**src/rtl/mips_ctrl_pkg.sv**
```systemverilog
// Shared constants for the multi-cycle MIPS main control FSM:
// opcode/funct encodings, ALUOp codes, FSM state encoding and
// datapath mux-select codes.
package mips_ctrl_pkg;

    // Opcodes (IR[31:26])
    localparam logic [5:0] OP_RTYPE = 6'b000000;
    localparam logic [5:0] OP_J     = 6'b000010;
    localparam logic [5:0] OP_JAL   = 6'b000011;
    localparam logic [5:0] OP_BEQ   = 6'b000100;
    localparam logic [5:0] OP_BNE   = 6'b000101;
    localparam logic [5:0] OP_ADDI  = 6'b001000;
    localparam logic [5:0] OP_ANDI  = 6'b001100;
    localparam logic [5:0] OP_ORI   = 6'b001101;
    localparam logic [5:0] OP_LUI   = 6'b001111;
    localparam logic [5:0] OP_LW    = 6'b100011;
    localparam logic [5:0] OP_SW    = 6'b101011;

    // Funct (IR[5:0])
    localparam logic [5:0] FN_JR    = 6'b001000;

    // ALUOp codes consumed by the ALU control decoder
    localparam logic [2:0] ALU_R    = 3'b111;
    localparam logic [2:0] ALU_ADDI = 3'b110;
    localparam logic [2:0] ALU_ORI  = 3'b101;
    localparam logic [2:0] ALU_ANDI = 3'b011;
    localparam logic [2:0] ALU_LUI  = 3'b001;
    localparam logic [2:0] ALU_ADD  = 3'b010;
    localparam logic [2:0] ALU_SUB  = 3'b100;

    // Mux selects
    localparam logic [1:0] REGDST_RT   = 2'b00;
    localparam logic [1:0] REGDST_RD   = 2'b01;
    localparam logic [1:0] REGDST_RA   = 2'b10;
    localparam logic [1:0] M2R_ALUOUT  = 2'b00;
    localparam logic [1:0] M2R_MDR     = 2'b01;
    localparam logic [1:0] M2R_PC      = 2'b10;
    localparam logic [1:0] SRCB_RT     = 2'b00;
    localparam logic [1:0] SRCB_FOUR   = 2'b01;
    localparam logic [1:0] SRCB_IMM    = 2'b10;
    localparam logic [1:0] SRCB_IMM_SH = 2'b11;
    localparam logic [1:0] PCSRC_ALU   = 2'b00;
    localparam logic [1:0] PCSRC_OUT   = 2'b01;
    localparam logic [1:0] PCSRC_JUMP  = 2'b10;
    localparam logic [1:0] PCSRC_RS    = 2'b11;

    typedef enum logic [3:0] {
        S_IDLE     = 4'd0,
        S_FETCH    = 4'd1,
        S_DECODE   = 4'd2,
        S_EXEC_R   = 4'd3,
        S_EXEC_I   = 4'd4,
        S_WB_ALU   = 4'd5,
        S_MEM_ADDR = 4'd6,
        S_MEM_RD   = 4'd7,
        S_WB_MEM   = 4'd8,
        S_MEM_WR   = 4'd9,
        S_BRANCH   = 4'd10,
        S_JUMP     = 4'd11,
        S_JAL      = 4'd12,
        S_JR       = 4'd13,
        S_HALT     = 4'd14
    } state_t;

    function automatic logic is_itype(input logic [5:0] op);
        return (op == OP_ADDI) || (op == OP_ORI) || (op == OP_ANDI) || (op == OP_LUI);
    endfunction

endpackage

```
**src/rtl/aluop_decoder.sv**
```systemverilog
// Maps the latched opcode of an immediate ALU instruction to its ALUOp.
// Ports:
//   op      in  6  latched opcode (op_q)
//   alu_op  out 3  ALUOp for EXEC_I; plain add for anything else
module aluop_decoder
    import mips_ctrl_pkg::*;
(
    input  logic [5:0] op,
    output logic [2:0] alu_op
);

    always_comb begin
        alu_op = ALU_ADD;
        case (op)
            OP_ADDI: alu_op = ALU_ADDI;
            OP_ORI:  alu_op = ALU_ORI;
            OP_ANDI: alu_op = ALU_ANDI;
            OP_LUI:  alu_op = ALU_LUI;
            default: alu_op = ALU_ADD;
        endcase
    end

endmodule

```
**src/rtl/multicycle_control_fsm.sv**
```systemverilog
// Multi-cycle MIPS main control FSM. Sequences fetch/decode/execute/
// memory/writeback over a shared ALU and memory, stalling on mem_ready.
// Ports:
//   clk, reset (async, active-high)
//   opcode, funct, zero, mem_ready         : IR fields, ALU flag, memory handshake
//   pc_write, i_or_d, mem_read, mem_write,
//   ir_write, reg_dst, mem_to_reg,
//   reg_write, alu_src_a, alu_src_b,
//   alu_op, pc_source                      : datapath controls
//   halted                                 : FSM sits in HALT
//   instr_count                            : retired-instruction counter
module multicycle_control_fsm
    import mips_ctrl_pkg::*;
#(
    parameter bit ILLEGAL_HALT = 1'b1,
    parameter int CNT_WIDTH    = 32
) (
    input  logic                 clk,
    input  logic                 reset,
    input  logic [5:0]           opcode,
    input  logic [5:0]           funct,
    input  logic                 zero,
    input  logic                 mem_ready,
    output logic                 pc_write,
    output logic                 i_or_d,
    output logic                 mem_read,
    output logic                 mem_write,
    output logic                 ir_write,
    output logic [1:0]           reg_dst,
    output logic [1:0]           mem_to_reg,
    output logic                 reg_write,
    output logic                 alu_src_a,
    output logic [1:0]           alu_src_b,
    output logic [2:0]           alu_op,
    output logic [1:0]           pc_source,
    output logic                 halted,
    output logic [CNT_WIDTH-1:0] instr_count
);

    state_t                 state_reg, state_next;
    // Only the opcode is needed after DECODE: the funct field is consumed
    // entirely by the DECODE-time JR/EXEC_R split.
    logic [5:0]             op_q_reg;
    logic [CNT_WIDTH-1:0]   count_reg;
    logic [2:0]             imm_alu_op;
    logic                   retire;

    aluop_decoder u_aluop_decoder (
        .op     (op_q_reg),
        .alu_op (imm_alu_op)
    );

    // A retire is any entry into FETCH except the first one out of IDLE;
    // a FETCH that merely holds for mem_ready is not an entry.
    assign retire = (state_next == S_FETCH) && (state_reg != S_IDLE) && (state_reg != S_FETCH);

    always_ff @(posedge clk or posedge reset) begin
        if (reset) begin
            state_reg <= S_IDLE;
            op_q_reg  <= 6'd0;
            count_reg <= '0;
        end else begin
            state_reg <= state_next;
            if (state_reg == S_DECODE)
                op_q_reg <= opcode;
            if (retire)
                count_reg <= count_reg + CNT_WIDTH'(1);
        end
    end

    assign instr_count = count_reg;

    always_comb begin
        state_next = state_reg;
        pc_write   = 1'b0;
        i_or_d     = 1'b0;
        mem_read   = 1'b0;
        mem_write  = 1'b0;
        ir_write   = 1'b0;
        reg_dst    = REGDST_RT;
        mem_to_reg = M2R_ALUOUT;
        reg_write  = 1'b0;
        alu_src_a  = 1'b0;
        alu_src_b  = SRCB_RT;
        alu_op     = 3'b000;
        pc_source  = PCSRC_ALU;
        halted     = 1'b0;

        case (state_reg)
            S_IDLE: state_next = S_FETCH;

            S_FETCH: begin
                mem_read  = 1'b1;
                alu_src_b = SRCB_FOUR;
                alu_op    = ALU_ADD;
                ir_write  = mem_ready;
                pc_write  = mem_ready;
                if (mem_ready)
                    state_next = S_DECODE;
            end

            S_DECODE: begin
                alu_src_b = SRCB_IMM_SH;
                alu_op    = ALU_ADD;
                if (opcode == OP_RTYPE)
                    state_next = (funct == FN_JR) ? S_JR : S_EXEC_R;
                else if (is_itype(opcode))
                    state_next = S_EXEC_I;
                else if (opcode == OP_LW || opcode == OP_SW)
                    state_next = S_MEM_ADDR;
                else if (opcode == OP_BEQ || opcode == OP_BNE)
                    state_next = S_BRANCH;
                else if (opcode == OP_J)
                    state_next = S_JUMP;
                else if (opcode == OP_JAL)
                    state_next = S_JAL;
                else
                    state_next = ILLEGAL_HALT ? S_HALT : S_FETCH;
            end

            S_EXEC_R: begin
                alu_src_a  = 1'b1;
                alu_src_b  = SRCB_RT;
                alu_op     = ALU_R;
                state_next = S_WB_ALU;
            end

            S_EXEC_I: begin
                alu_src_a  = 1'b1;
                alu_src_b  = SRCB_IMM;
                alu_op     = imm_alu_op;
                state_next = S_WB_ALU;
            end

            S_WB_ALU: begin
                reg_write  = 1'b1;
                mem_to_reg = M2R_ALUOUT;
                reg_dst    = (op_q_reg == OP_RTYPE) ? REGDST_RD : REGDST_RT;
                state_next = S_FETCH;
            end

            S_MEM_ADDR: begin
                alu_src_a  = 1'b1;
                alu_src_b  = SRCB_IMM;
                alu_op     = ALU_ADD;
                state_next = (op_q_reg == OP_LW) ? S_MEM_RD : S_MEM_WR;
            end

            S_MEM_RD: begin
                mem_read = 1'b1;
                i_or_d   = 1'b1;
                if (mem_ready)
                    state_next = S_WB_MEM;
            end

            S_WB_MEM: begin
                reg_write  = 1'b1;
                mem_to_reg = M2R_MDR;
                reg_dst    = REGDST_RT;
                state_next = S_FETCH;
            end

            S_MEM_WR: begin
                mem_write = 1'b1;
                i_or_d    = 1'b1;
                if (mem_ready)
                    state_next = S_FETCH;
            end

            S_BRANCH: begin
                alu_src_a  = 1'b1;
                alu_src_b  = SRCB_RT;
                alu_op     = ALU_SUB;
                pc_source  = PCSRC_OUT;
                pc_write   = (op_q_reg == OP_BEQ) ? zero : ~zero;
                state_next = S_FETCH;
            end

            S_JUMP: begin
                pc_source  = PCSRC_JUMP;
                pc_write   = 1'b1;
                state_next = S_FETCH;
            end

            S_JAL: begin
                pc_source  = PCSRC_JUMP;
                pc_write   = 1'b1;
                reg_write  = 1'b1;
                reg_dst    = REGDST_RA;
                mem_to_reg = M2R_PC;
                state_next = S_FETCH;
            end

            S_JR: begin
                alu_op     = ALU_R;
                pc_source  = PCSRC_RS;
                pc_write   = 1'b1;
                state_next = S_FETCH;
            end

            S_HALT: begin
                halted     = 1'b1;
                state_next = S_HALT;
            end

            default: state_next = S_IDLE;
        endcase
    end

endmodule

```
**config.mk**
```make
export PLATFORM = sky130hd
export DESIGN_NAME = multicycle_control_fsm
export DESIGN_NICKNAME = d
export VERILOG_FILES = /design/src/rtl/mips_ctrl_pkg.sv /design/src/rtl/aluop_decoder.sv /design/src/rtl/multicycle_control_fsm.sv
export SDC_FILE = /design/constraint.sdc
export NUM_CORES = 1
export LEC_CHECK = 0
export ABC_AREA = 1
export CORE_MARGIN = 3
export CORE_UTILIZATION = 53
export DETAILED_ROUTE_END_ITERATION = 8
export HOLD_SLACK_MARGIN = 0.06
export PLACE_DENSITY_LB_ADDON = 0.15
export SLEW_MARGIN = 0
export SYNTH_ARGS = -nofsm -noshare
export SYNTH_HDL_FRONTEND = slang
export SYNTH_SLANG_ARGS = --single-unit
```
**constraint.sdc**
```tcl
create_clock -name clk -period 4.9 [get_ports clk]
set_input_delay 1.225 -clock clk [delete_from_list [all_inputs] [get_ports clk]]
set_output_delay 1.225 -clock clk [all_outputs]
set_load 0.005 [all_outputs]
```
# After elaboration in Yosys (flattened, before gate mapping)
# Index checks and enable logic that the tools add are counted.
[totals]
romBits = 0
word_cells = 88
mem_bits_rw = 0
out_inout_bits = 51
memories = 0
latchBits = 0
register_bits = 42
[classes]
add_sub_neg = 1
reduce_logical = 22
n_lt_le_gt_ge = 0
mul = 0
bitwise_logic = 1
n_shift = 0
div = 0
eq_ne = 33
muxes = 28
[ops]
columns = ["cell", "count"]
rows = [
  ["== test 6 x 4 -> 1 bit, second input constant", 9],
  ["adder 32 x 1 -> 32 bit, second input constant", 1],
  ["two-way mux 4 bit", 8],
  ["one-hot mux 4 bit (8 select lines)", 1],
  ["== test 4 bit, second input constant", 7],
  ["one-hot mux 3 bit (4 select lines)", 2],
  ["== test 6 x 3 -> 1 bit, second input constant", 3],
  ["== test 6 bit, second input constant", 3],
  ["== test 4 x 3 -> 1 bit, second input constant", 4],
  ["== test 6 x 2 -> 1 bit, second input constant", 2],
  ["logical NOT 6 bit", 2],
  ["one-hot mux 2 bit (3 select lines)", 2],
  ["OR reduction 2 bit", 6],
  ["two-way mux 1 bit", 9],
  ["OR reduction 3 bit", 3],
  ["== test 4 x 1 -> 1 bit, second input constant", 2],
  ["== test 4 x 2 -> 1 bit, second input constant", 2],
  ["one-hot mux 2 bit (2 select lines)", 2],
  ["OR reduction 7 bit", 1],
  ["two-way mux 3 bit", 2],
  ["logical OR 1 bit", 5],
  ["logical NOT 4 bit", 1],
  ["inequality test 4 x 1 -> 1 bit, second input constant", 1],
  ["nonzero test 4 bit", 1],
  ["5 further kinds", 6],
]

# Logic depth before layout (Yosys ltp)
# Gate-level depths: netlist of the first run.
[logic_depth]
ltp_word = 11
depth_mapped = 14

# Cells and area by module
# Synthesis of the first run repeated with hierarchy kept, for this count alone.
[hier_totals]
cells_unflattened = 492
area_unflattened_um2 = 3143.0
[by_module_without_submodules]
columns = ["mod", "area_per_inst_um2", "seq_area_each_um2", "cells_each", "n_inst"]
rows = [
  ["multicycle_control_fsm", 3062.9, 1051.0, 475, 1],
  ["aluop_decoder", 80.1, 0.0, 17, 1],
]

# Worst setup path after synthesis of the first run
# Ideal clock, no wire load.
[synth_path]
kind = "input to output"
start = "input port zero"
end = "output port pc_write"
arrival_time_ps = 1495
cell_stages = 3
setup_slack_ps = 2180
required_time_ps = 3675
cell_sequence = "a21oi_1 > o21ai_0 > o2111ai_1"
[synth_between]
elab_chain_len = 3
[synth_lines]
columns = ["element", "line", "source"]
rows = [
  ["start, declared", "multicycle_control_fsm.sv:22", "input logic zero,"],
  ["NOT 1 bit", "multicycle_control_fsm.sv:175", "pc_write = (op_q_reg == OP_BEQ) ? zero : ~zero;"],
  ["two-way mux 1 bit (*)", "multicycle_control_fsm.sv:175", ""],
  ["one-hot mux 1 bit (3 select lines) (*)", "multicycle_control_fsm.sv:89", "case (state_reg)"],
  ["end, declared", "multicycle_control_fsm.sv:24", "output logic pc_write,"],
]
# Mark *: on every way between the ends. The rest lies on a longest branch, timed or not.

# Worst setup path in the final report of the first run
[layout_path]
start = "input port mem_ready"
end = "output port pc_write"
[layout_between]
elab_chain_len = 1
[layout_lines]
columns = ["element", "line", "source"]
rows = [
  ["start, declared", "multicycle_control_fsm.sv:23", "input logic mem_ready,"],
  ["one-hot mux 1 bit (3 select lines)", "multicycle_control_fsm.sv:89", ""],
]
# Every way passes these cells.

==> reports/metrics.csv, run 1 <==
stage,metric,value,unit
pwr,Leakage,1.92,nW
clock_tree,clock buffer count from CTS,5,
global_routing,GRT Util Overall,26.8,%
floorplanning,Die Span X,81.5,um
floorplanning,die area,6640,um2
routing,drt first pass iters,5,
layout,final core utilization,72.6,%
layout,Final Non-Filler Cells,609,
clock_tree,CTS Buffer Depth,2,
synthesis,post-synth top area cell,dfrtp_1,
floorplanning,die height,81.5,um
synthesis,Synth Cell Area,3020,um2
layout,# diodes,0,
hold_path,Worst Hold Class,reg2reg,
worst_setup_path,CP Capture Type,output port,
layout,share of cells above drive strength 1,4.64,%
layout,max reg flops,32,
synthesis,ys flop type,dfrtp_1,
worst_setup_path,CP Class,in2out,
timing,Setup TNS,0,ns
clock_tree,postcts setup bufs,0,
synthesis,Synth Register Bits,42,
clock_tree,TritonCTS Sinks,42,
timing,RSZ-0062 raised after global routing,no,
global_routing,vias in the first global route,2955,
layout,area grow syn2layout,27.4,%
clock_tree,CTS tree,done,
global_routing,first-pass GRT wire length,13900,um
clock_tree,clock latency on the worst-skew pair,0.31,ns
timing,Final Hold Fails,0,
clock_tree,H-tree depth,2,
synthesis,Mapped Avg Cell Area,6.40,um2
routing,Routed WL,8340,um
timing,max-slew violation count,0,
synthesis,unique cell type count in the Yosys netlist,25,
worst_setup_path,CP most frequent cell,clkdlybuf4s50_1,
timing,max_slew headroom,60.0,%
hold_path,hold path start,op_q_reg[4],
routing,Final ANT Viol Nets,0,
synthesis,"top cells by area, synth","dfrtp_1, nand2_1, nand3_1, nor2_1, inv_1",
worst_setup_path,critical path peak fanout,4,
global_routing,largest net degree at the start of global routing,43,
floorplanning,Initial Utilization,57.0,%
global_routing,"Remaining Overflow, GRT",0,
hold_path,Hold EP,op_q_reg[4],
synthesis,post-synthesis mux area share,0,%
layout,final net count,555,
pwr,PwrDens,418,nW/um2
synthesis,Post-synth EDFFs,0,
placement,routability cong.,0.904,
worst_setup_path,CP Data Arrival Time,2.52,ns
timing,Max Freq,0.267,GHz
worst_setup_path,R2R Path End,instr_count[17],
worst_setup_path,Worst EP required,3.67,ns
floorplanning,Row Count,26,
synthesis,largest family of logic cells by synthesized area,simple AND/OR/NAND/NOR gates,
global_routing,initial antenna violation count,0,
worst_setup_path,startpoint types,primary input,
synthesis,Synth Warn #,0,
timing,minimum clock period,3.75,ns
routing,Via-to-Cell Ratio,5.39,
synthesis,Compound-Gate Fraction of Synth Area,3.19,%
worst_setup_path,r2r setup slk,2.34,ns
timing,Final period util,76.4,%
timing,Slew @ Worst Pin,0.598,ns
worst_setup_path,RR Startpoint,state_reg[2],
synthesis,Yosys top cell area share,34.8,%
synthesis,Post-Synth Adder-Cell Area,0.414,%
synthesis,synthesized instance count,472,
synthesis,Mapped Nets,489,
placement,PortBufs,66,
status,status,completed,
routing,Avg WL per Cell,13.7,um
worst_setup_path,CP max stage cell,clkdlybuf4s50_1,
synthesis,commonest cells in the netlist,"nand2_1, nor2_1, nand3_1",
worst_setup_path,Critical Path Max Stage Delay,0.53,ns
clock_tree,post_cts resized,0,
routing,DRC,0,
placement,Placed Cells,601,
hold_path,worst hold stages,2,
synthesis,"Seq/Total Area, Yosys",34.8,%
clock_tree,CTS root buf,clkbuf_8,
floorplanning,I/O pins,67,
pwr,total power,1.61,mW
worst_setup_path,R2R depth,12,
synthesis,most common cell in the synthesized netlist,nand2_1,
synthesis,Synth Area in Simple Gates,46.5,%
floorplanning,Core Region,5300,um2
timing,# setup viols final,0,
job,Max-Cap Viols,0,
pwr,VDD IR max,0.306,mV
synthesis,post-synthesis xor/xnor area fraction,7.54,%
placement,half-perimeter wire length after placement,6370,um
clock_tree,Post-CTS Hold Fix Bufs,0,
clock_tree,Clock transition at path regs,0.09,ns
worst_setup_path,CP Cell Sequence,"clkdlybuf4s50_1, inv_1, o2111ai_1, clkdlybuf4s50_1",
timing,clk_skew,0.0124,ns
routing,total number of vias,3280,
synthesis,asr flop ratio synth,100,%
routing,first-iteration detailed-routing DRC count,245,
## layout make-up
| cell class | instances | area, um2 |
|---|---|---|
| repair buffers | 69 | 683 |
| clock inverters | 3 | 45.0 |
| clock buffers | 5 | 68.8 |
| flip-flops and latches | 42 | 1050 |
| inverters | 46 | 173 |
| multi-input cells | 374 | 1740 |
| fillers | 457 | 1450 |
| well taps | 70 | 87.6 |
## metal layers
metal	GRT usage (%)	vias up	wire [um]
met5	0	-	0
met3	4.71	14	766
met2	41.2	156	3640
met4	5.74	0	94
met1	39.5	1493	3840
li1	-	1617	-
## worst max-delay path, delay by kind of cell
kind | cells | cell delay (ns)
compound gates | 1 | 0.19
buf+inv | 3 | 1.11
## through the flow
step	setup WS, ns	instance area, um2	hold slack, ns
final	1.15	3850	0.525
after global routing	1.08	3850	0.565
after CTS	1.14	3850	0.525
after detailed placement	1.10	3730	0.504
after global placement	1.16	3730	0.501
after floorplan	2.18	3020	0.476
## logic make-up (layout without fill, tap and decap cells)
logic type,Yosys count,after routing
and+or+nand+nor,330,330
buffers and inverters,56,123
DFF,42,42
xor gates and xnor gates,26,26
AOI/OAI and AO/OA,17,17
adders and majority gates,1,1
## layout by cell type (no fill, tap or decap), types with 3 or more instances in the layout
cell / instances
xor2_1: 17
xnor2_1: 9
nor2_2: 3
nand2_1: 178
nand3_1: 50
nand3b_1: 6
o21ai_0: 11
inv_2: 5
nand4_1: 9
a21oi_1: 3
nor2_4: 3
dfrtp_1: 42
inv_1: 41
clkbuf_8: 5
nor2_1: 63
buf_4: 3
clkdlybuf4s50_1: 66
nor3_1: 14
## report_power, final
group | switching [mW] | internal [mW]
clock network | 0.133 | 0.152
logic | 0.547 | 0.307
registers | 0.0700 | 0.401
total | 0.750 | 0.860
## worst max-delay path by stage
| stage | startpoint | endpoint | slack [ns] | depth (start not counted) |
|---|---|---|---|---|
| finish | mem_ready | pc_write | 1.15 | 4 |
| global route | mem_ready | pc_write | 1.08 | 4 |
| global placement | mem_ready | pc_write | 1.16 | 4 |
| floorplan | zero | pc_write | 2.18 | 3 |
| detailed placement | opcode[2] | instr_count[16] | 1.10 | 12 |
| CTS | mem_ready | pc_write | 1.14 | 4 |
No activity file was read; power rests on OpenSTA's default activity.
==> run 2: changes to the inputs <==
--- a/config.mk
+++ b/config.mk
@@ -7,7 +7,7 @@
 export LEC_CHECK = 0
 export ABC_AREA = 1
 export CORE_MARGIN = 3
-export CORE_UTILIZATION = 53
+export CORE_UTILIZATION = 51
 export DETAILED_ROUTE_END_ITERATION = 8
 export HOLD_SLACK_MARGIN = 0.06
 export PLACE_DENSITY_LB_ADDON = 0.15
==> constraint.sdc (replaced) <==
create_clock -name clk -period 3.85 [get_ports clk]
set_input_delay 0.9625 -clock clk [delete_from_list [all_inputs] [get_ports clk]]
set_output_delay 0.9625 -clock clk [all_outputs]
set_load 0.005 [all_outputs]
==> reports/metrics.csv, run 2 (same netlist as run 1, synthesis figures left out) <==
stage,metric,value,unit,change
pwr,total power,1.98,mW,+23%
layout,share of cells above drive strength 1,4.45,%,-0.19 points
clock_tree,CTS Buffer Depth,2,,unchanged
worst_setup_path,RR Startpoint,state_reg[2],,
layout,final core utilization,68.2,%,-4.4 points
placement,dpl ws,0.606,ns,-0.493 ns
layout,cell area after layout,3820,um2,-0.65%
hold_path,Hold EP,instr_count[30],,
worst_setup_path,R2R Path End,instr_count[18],,
global_routing,largest net degree at the start of global routing,33,,-23%
placement,DP Area,3740,um2,about the same
timing,max_slew headroom,44.7,%,-15 points
floorplanning,die area,6880,um2,+3.6%
routing,Final ANT Viol Nets,0,,unchanged
clock_tree,post_cts resized,0,,unchanged
routing,DRC,0,,unchanged
worst_setup_path,critical path peak fanout,4,,unchanged
worst_setup_path,CP Data Arrival Time,2.28,ns,-0.24 ns
job,Max-Cap Viols,0,,unchanged
worst_setup_path,startpoint types,primary input,,
layout,# diodes,0,,unchanged
placement,PortBufs,66,,unchanged
floorplanning,I/O pins,67,,unchanged
timing,clk_skew,0.0174,ns,+0.00495 ns
timing,Final Hold Fails,0,,unchanged
global_routing,vias in the first global route,3075,,+4.1%
layout,most frequent cells in the layout,"nand2_1, clkdlybuf4s50_1, nor2_1",,
layout,"commonest non-fill, non-tap cell in the layout",nand2_1,,
worst_setup_path,CP Capture Type,output port,,
pwr,PwrDens,519,nW/um2,+24%
global_routing,GRT Util Overall,25.0,%,-1.8 points
timing,Setup TNS,0,ns,unchanged
worst_setup_path,R2R depth,11,,-1
floorplanning,die height,83.0,um,+1.8%
timing,Max Freq,0.309,GHz,
clock_tree,TritonCTS Sinks,42,,unchanged
routing,Routed WL,8530,um,+2.3%
clock_tree,clock latency on the worst-skew pair,0.30,ns,about the same
hold_path,Worst Hold Class,reg2reg,,
clock_tree,Post-CTS Hold Fix Bufs,0,,unchanged
hold_path,hold path start,instr_count[30],,
timing,# setup viols final,0,,unchanged
pwr,VDD IR max,0.500,mV,+64%
layout,area grow syn2layout,26.6,%,
layout,Final Non-Filler Cells,611,,+0.33%
timing,Final WS setup,0.609,ns,-0.546 ns
worst_setup_path,CP Cell Sequence,"clkdlybuf4s50_1, inv_1, o2111ai_1, clkdlybuf4s50_1",,
clock_tree,postcts setup bufs,0,,unchanged
routing,Avg WL per Cell,14.0,um,+2.0%
floorplanning,Row Count,27,,+3.8%
clock_tree,clock buffer count from CTS,5,,unchanged
clock_tree,CTS root buf,clkbuf_8,,
routing,drt first pass iters,5,,unchanged
worst_setup_path,CP Class,in2out,,
timing,minimum clock period,3.24,ns,
layout,final net count,555,,unchanged
pwr,Leakage,1.91,nW,-0.27%
worst_setup_path,Worst EP required,2.89,ns,-0.78 ns
timing,Slew @ Worst Pin,0.828,ns,+0.230 ns
clock_tree,CTS tree,done,,
timing,Final period util,84.2,%,
floorplanning,Core Region,5610,um2,+5.8%
routing,first-iteration detailed-routing DRC count,162,,-34%
worst_setup_path,buffers plus inverters on the worst setup path,3,,unchanged
hold_path,worst hold stages,2,,unchanged
routing,Via-to-Cell Ratio,5.41,,+0.43%
clock_tree,H-tree depth,2,,unchanged
global_routing,"Remaining Overflow, GRT",0,,unchanged
layout,max reg flops,32,,unchanged
worst_setup_path,r2r setup slk,1.58,ns,-0.76 ns
timing,max-slew violation count,0,,unchanged
timing,RSZ-0062 raised after global routing,no,,
routing,total number of vias,3305,,+0.76%
worst_setup_path,CP most frequent cell,clkdlybuf4s50_1,,
placement,Placed Cells,603,,+0.33%
placement,half-perimeter wire length after placement,6580,um,+3.4%
timing,hold_ws,0.550,ns,+0.0253 ns
floorplanning,Die Span X,83.0,um,+1.8%
global_routing,first-pass GRT wire length,14200,um,+2.4%
clock_tree,Clock transition at path regs,0.09,ns,about the same
floorplanning,Initial Utilization,53.9,%,-3.1 points
worst_setup_path,"delay-heaviest family, CP",buffers and inverters,,
status,status,completed,,
global_routing,initial antenna violation count,0,,unchanged
worst_setup_path,CP max stage cell,clkdlybuf4s50_1,,
worst_setup_path,Critical Path Max Stage Delay,0.53,ns,about the same
placement,routability cong.,0.959,,+6.0%
==> run 2: worst min-delay path, cell delays in order (launching register included) <==
cell and delay (ns):
dfrtp_1 0.41, nand2_1 0.07, nand2_1 0.05
==> run 2: final cells by class <==
class                      instances  area, um2
multi-input combinational        374       1740
clock buffer                       6       72.6
fill                             530       1780
inverter                          46        173
timing repair buffer              69        683
clock inverter                     2       13.8
tap                               72       90.1
sequential                        42       1050
==> run 2: metal layers <==
metal  global-route usage (%)  routed length, um  vias up
met5                        0                  0        -
met4                     5.20                 80        0
met3                     4.07                589        8
met2                     39.3               3740      127
met1                     36.5               4130     1547
li1                         -                  -     1623
==> run 2: power breakdown <==
part           internal [mW]  switching [mW]  leakage [nW]  total [mW]
sequential             0.511          0.0922         0.567       0.603
combinational          0.391           0.701          1.30        1.09
clock                  0.128           0.161        0.0452       0.289
==> run 2: worst max path at each step <==
| stage | startpoint | to | slack (ns) | cells past startpoint |
|---|---|---|---|---|
| 2_1_floorplan | opcode[4] | instr_count[2] | 1.62 | 11 |
| 3_3_place_gp | mem_ready | pc_write | 0.61 | 4 |
| 3_5_place_dp | mem_ready | pc_write | 0.61 | 4 |
| 4_1_cts | mem_ready | pc_write | 0.60 | 4 |
| 5_1_grt | mem_ready | pc_write | 0.57 | 4 |
| 6_report | mem_ready | pc_write | 0.61 | 4 |
==> run 3: changes to the inputs <==
==> constraint.sdc (replaced) <==
create_clock -name clk -period 3.2 [get_ports clk]
set_input_delay 0.8 -clock clk [delete_from_list [all_inputs] [get_ports clk]]
set_output_delay 0.8 -clock clk [all_outputs]
set_load 0.005 [all_outputs]
==> reports/metrics.csv, run 3 (same netlist as run 1, synthesis figures left out) <==
stage,metric,value,unit,change
status,status,completed,,
pwr,VDD IR max,0.729,mV,+46%
pwr,switching part of the total,47.5,%,-0.61 points
layout,"commonest non-fill, non-tap cell in the layout",nand2_1,,
global_routing,routing usage on met2,39.4,%,+0.15 points
routing,total number of vias,3292,,-0.39%
timing,Max Freq,0.339,GHz,
routing,Via-to-Cell Ratio,5.38,,-0.56%
global_routing,largest net degree at the start of global routing,43,,+30%
routing,Final ANT Viol Nets,0,,unchanged
placement,half-perimeter wire length after placement,6600,um,+0.24%
placement,Placed Cells,604,,+0.17%
pwr,internal power,1.28,mW,+24%
pwr,PwrDens,633,nW/um2,+22%
worst_setup_path,CP Data Arrival Time,2.15,ns,-0.13 ns
worst_setup_path,Worst EP required,2.40,ns,-0.49 ns
layout,# diodes,0,,unchanged
layout,area of the multi-input gates,1740,um2,unchanged
global_routing,met3 Usage GRT,3.97,%,-0.099 points
floorplanning,Initial Utilization,53.9,%,unchanged
layout,share of cells above drive strength 1,4.63,%,+0.18 points
worst_setup_path,startpoint types,primary input,,
timing,max_slew headroom,58.4,%,+14 points
timing,RSZ-0062 raised after global routing,no,,
global_routing,vias in the first global route,3046,,-0.94%
worst_setup_path,CP Class,in2out,,
routing,drt first pass iters,5,,unchanged
floorplanning,die height,83.0,um,unchanged
clock_tree,H-tree depth,2,,unchanged
job,Max-Cap Viols,0,,unchanged
clock_tree,CTS Buffer Depth,2,,unchanged
placement,routability cong.,0.898,,-6.3%
routing,Routed WL,8510,um,-0.33%
pwr,Leakage,1.92,nW,+0.43%
clock_tree,CTS tree,done,,
clock_tree,clock buffer count from CTS,5,,unchanged
routing,Avg WL per Cell,13.9,um,-0.49%
global_routing,met1 usage,37.4,%,+0.86 points
placement,PortBufs,66,,unchanged
global_routing,"Remaining Overflow, GRT",0,,unchanged
layout,fillers,535,,+0.94%
global_routing,GRT Util Overall,25.2,%,+0.20 points
routing,DRC,0,,unchanged
layout,Final Non-Filler Cells,612,,+0.16%
layout,area grow syn2layout,27.0,%,
clock_tree,Clock transition at path regs,0.08,ns,about the same
timing,clk_skew,0.0146,ns,-0.00278 ns
hold_path,Worst Hold Class,reg2reg,,
floorplanning,I/O pins,67,,unchanged
layout,cell area after layout,3840,um2,+0.33%
timing,hold_ws,0.548,ns,-0.00226 ns
timing,minimum clock period,2.95,ns,
clock_tree,TritonCTS Sinks,42,,unchanged
global_routing,first-pass GRT wire length,14500,um,+1.8%
timing,Final Hold Fails,0,,unchanged
floorplanning,die area,6880,um2,unchanged
timing,# setup viols final,0,,unchanged
pwr,Net Switching,1.15,mW,+21%
timing,Setup TNS,0,ns,unchanged
timing,max-slew violation count,0,,unchanged
floorplanning,Core Region,5610,um2,unchanged
layout,max reg flops,32,,unchanged
pwr,Sequential Power Share,29.8,%,-0.6 points
layout,Reg area,1050,um2,unchanged
layout,final net count,556,,+0.18%
floorplanning,Die Span X,83.0,um,unchanged
worst_setup_path,critical path peak fanout,4,,unchanged
floorplanning,Row Count,27,,unchanged
pwr,Clock Power Share,14.8,%,+0.2 points
clock_tree,CTS root buf,clkbuf_8,,
global_routing,initial antenna violation count,0,,unchanged
global_routing,GRT busiest layer,met2,,
routing,first-iteration detailed-routing DRC count,259,,+60%
clock_tree,Post-CTS Hold Fix Bufs,0,,unchanged
pwr,combinational power share,55.4,%,+0.4 points
placement,DP Area,3740,um2,+0.20%
timing,Slew @ Worst Pin,0.621,ns,-0.207 ns
layout,final core utilization,68.4,%,+0.22 points
timing,Final period util,92.1,%,
clock_tree,postcts setup bufs,0,,unchanged
worst_setup_path,CP Capture Type,output port,,
clock_tree,post_cts resized,0,,unchanged
layout,most frequent cells in the layout,"nand2_1, clkdlybuf4s50_1, nor2_1",,
clock_tree,clock latency on the worst-skew pair,0.30,ns,about the same
## run 3: cell count changes in the layout (fill, tap and decap cells not counted)
| cell | change |
|---|---|
| buf_4 | +1 |
| clkbuf_8 | +1 |
| clkinv_4 | -1 |
## run 3: worst paths after layout
check | from | to | slack [ns] | cells past startpoint
setup / recovery | mem_ready | pc_write | 0.25 | 4
hold / removal | instr_count[31] | instr_count[31] | 0.55 | 2
setup reg to reg | state_reg[2] | instr_count[10] | 0.93 | 11
hold reg to reg | instr_count[31] | instr_count[31] | 0.55 | 2
max in group asynchronous | reset | instr_count[12] | 1.89 | 3
min in group asynchronous | reset | op_q_reg[2] | 0.93 | 3
## run 3: cell type report
| cell class | instances | area share, % |
|---|---|---|
| Inverter | 46 | 4.50 |
| Timing Repair Buffer | 70 | 18.0 |
| Multi-Input combinational cell | 374 | 45.4 |
| Clock inverter | 1 | 0.130 |
| Tap cell | 72 | 2.35 |
| Clock buffer | 7 | 2.25 |
| Sequential cell | 42 | 27.4 |
## run 3: metal layers
metal  wire [um]  vias up
li1            -     1624
met4          48        0
met2        3820      114
met1        4180     1548
met5           0        -
met3         449        6
## run 3: power by group through the flow
stage	registers, mW	logic (mW)	clock network [mW]
after global placement	0.728	1.32	0
after global routing	0.739	1.47	0.398
after detailed placement	0.731	1.33	0
after floorplan	0.707	0.902	0
final	0.723	1.35	0.360
after CTS	0.721	1.34	0.369
## run 3: critical path, cell delays in order
cell and delay [ns]:
clkdlybuf4s50_1 0.51, inv_1 0.11, o2111ai_1 0.21, clkdlybuf4s50_1 0.53
## run 3: through the flow
stage	setup slack [ns]	total power, mW
after floorplan	1.13	1.61
after global placement	0.276	2.04
after detailed placement	0.247	2.06
after CTS	0.252	2.43
after global routing	0.139	2.60
final	0.251	2.43
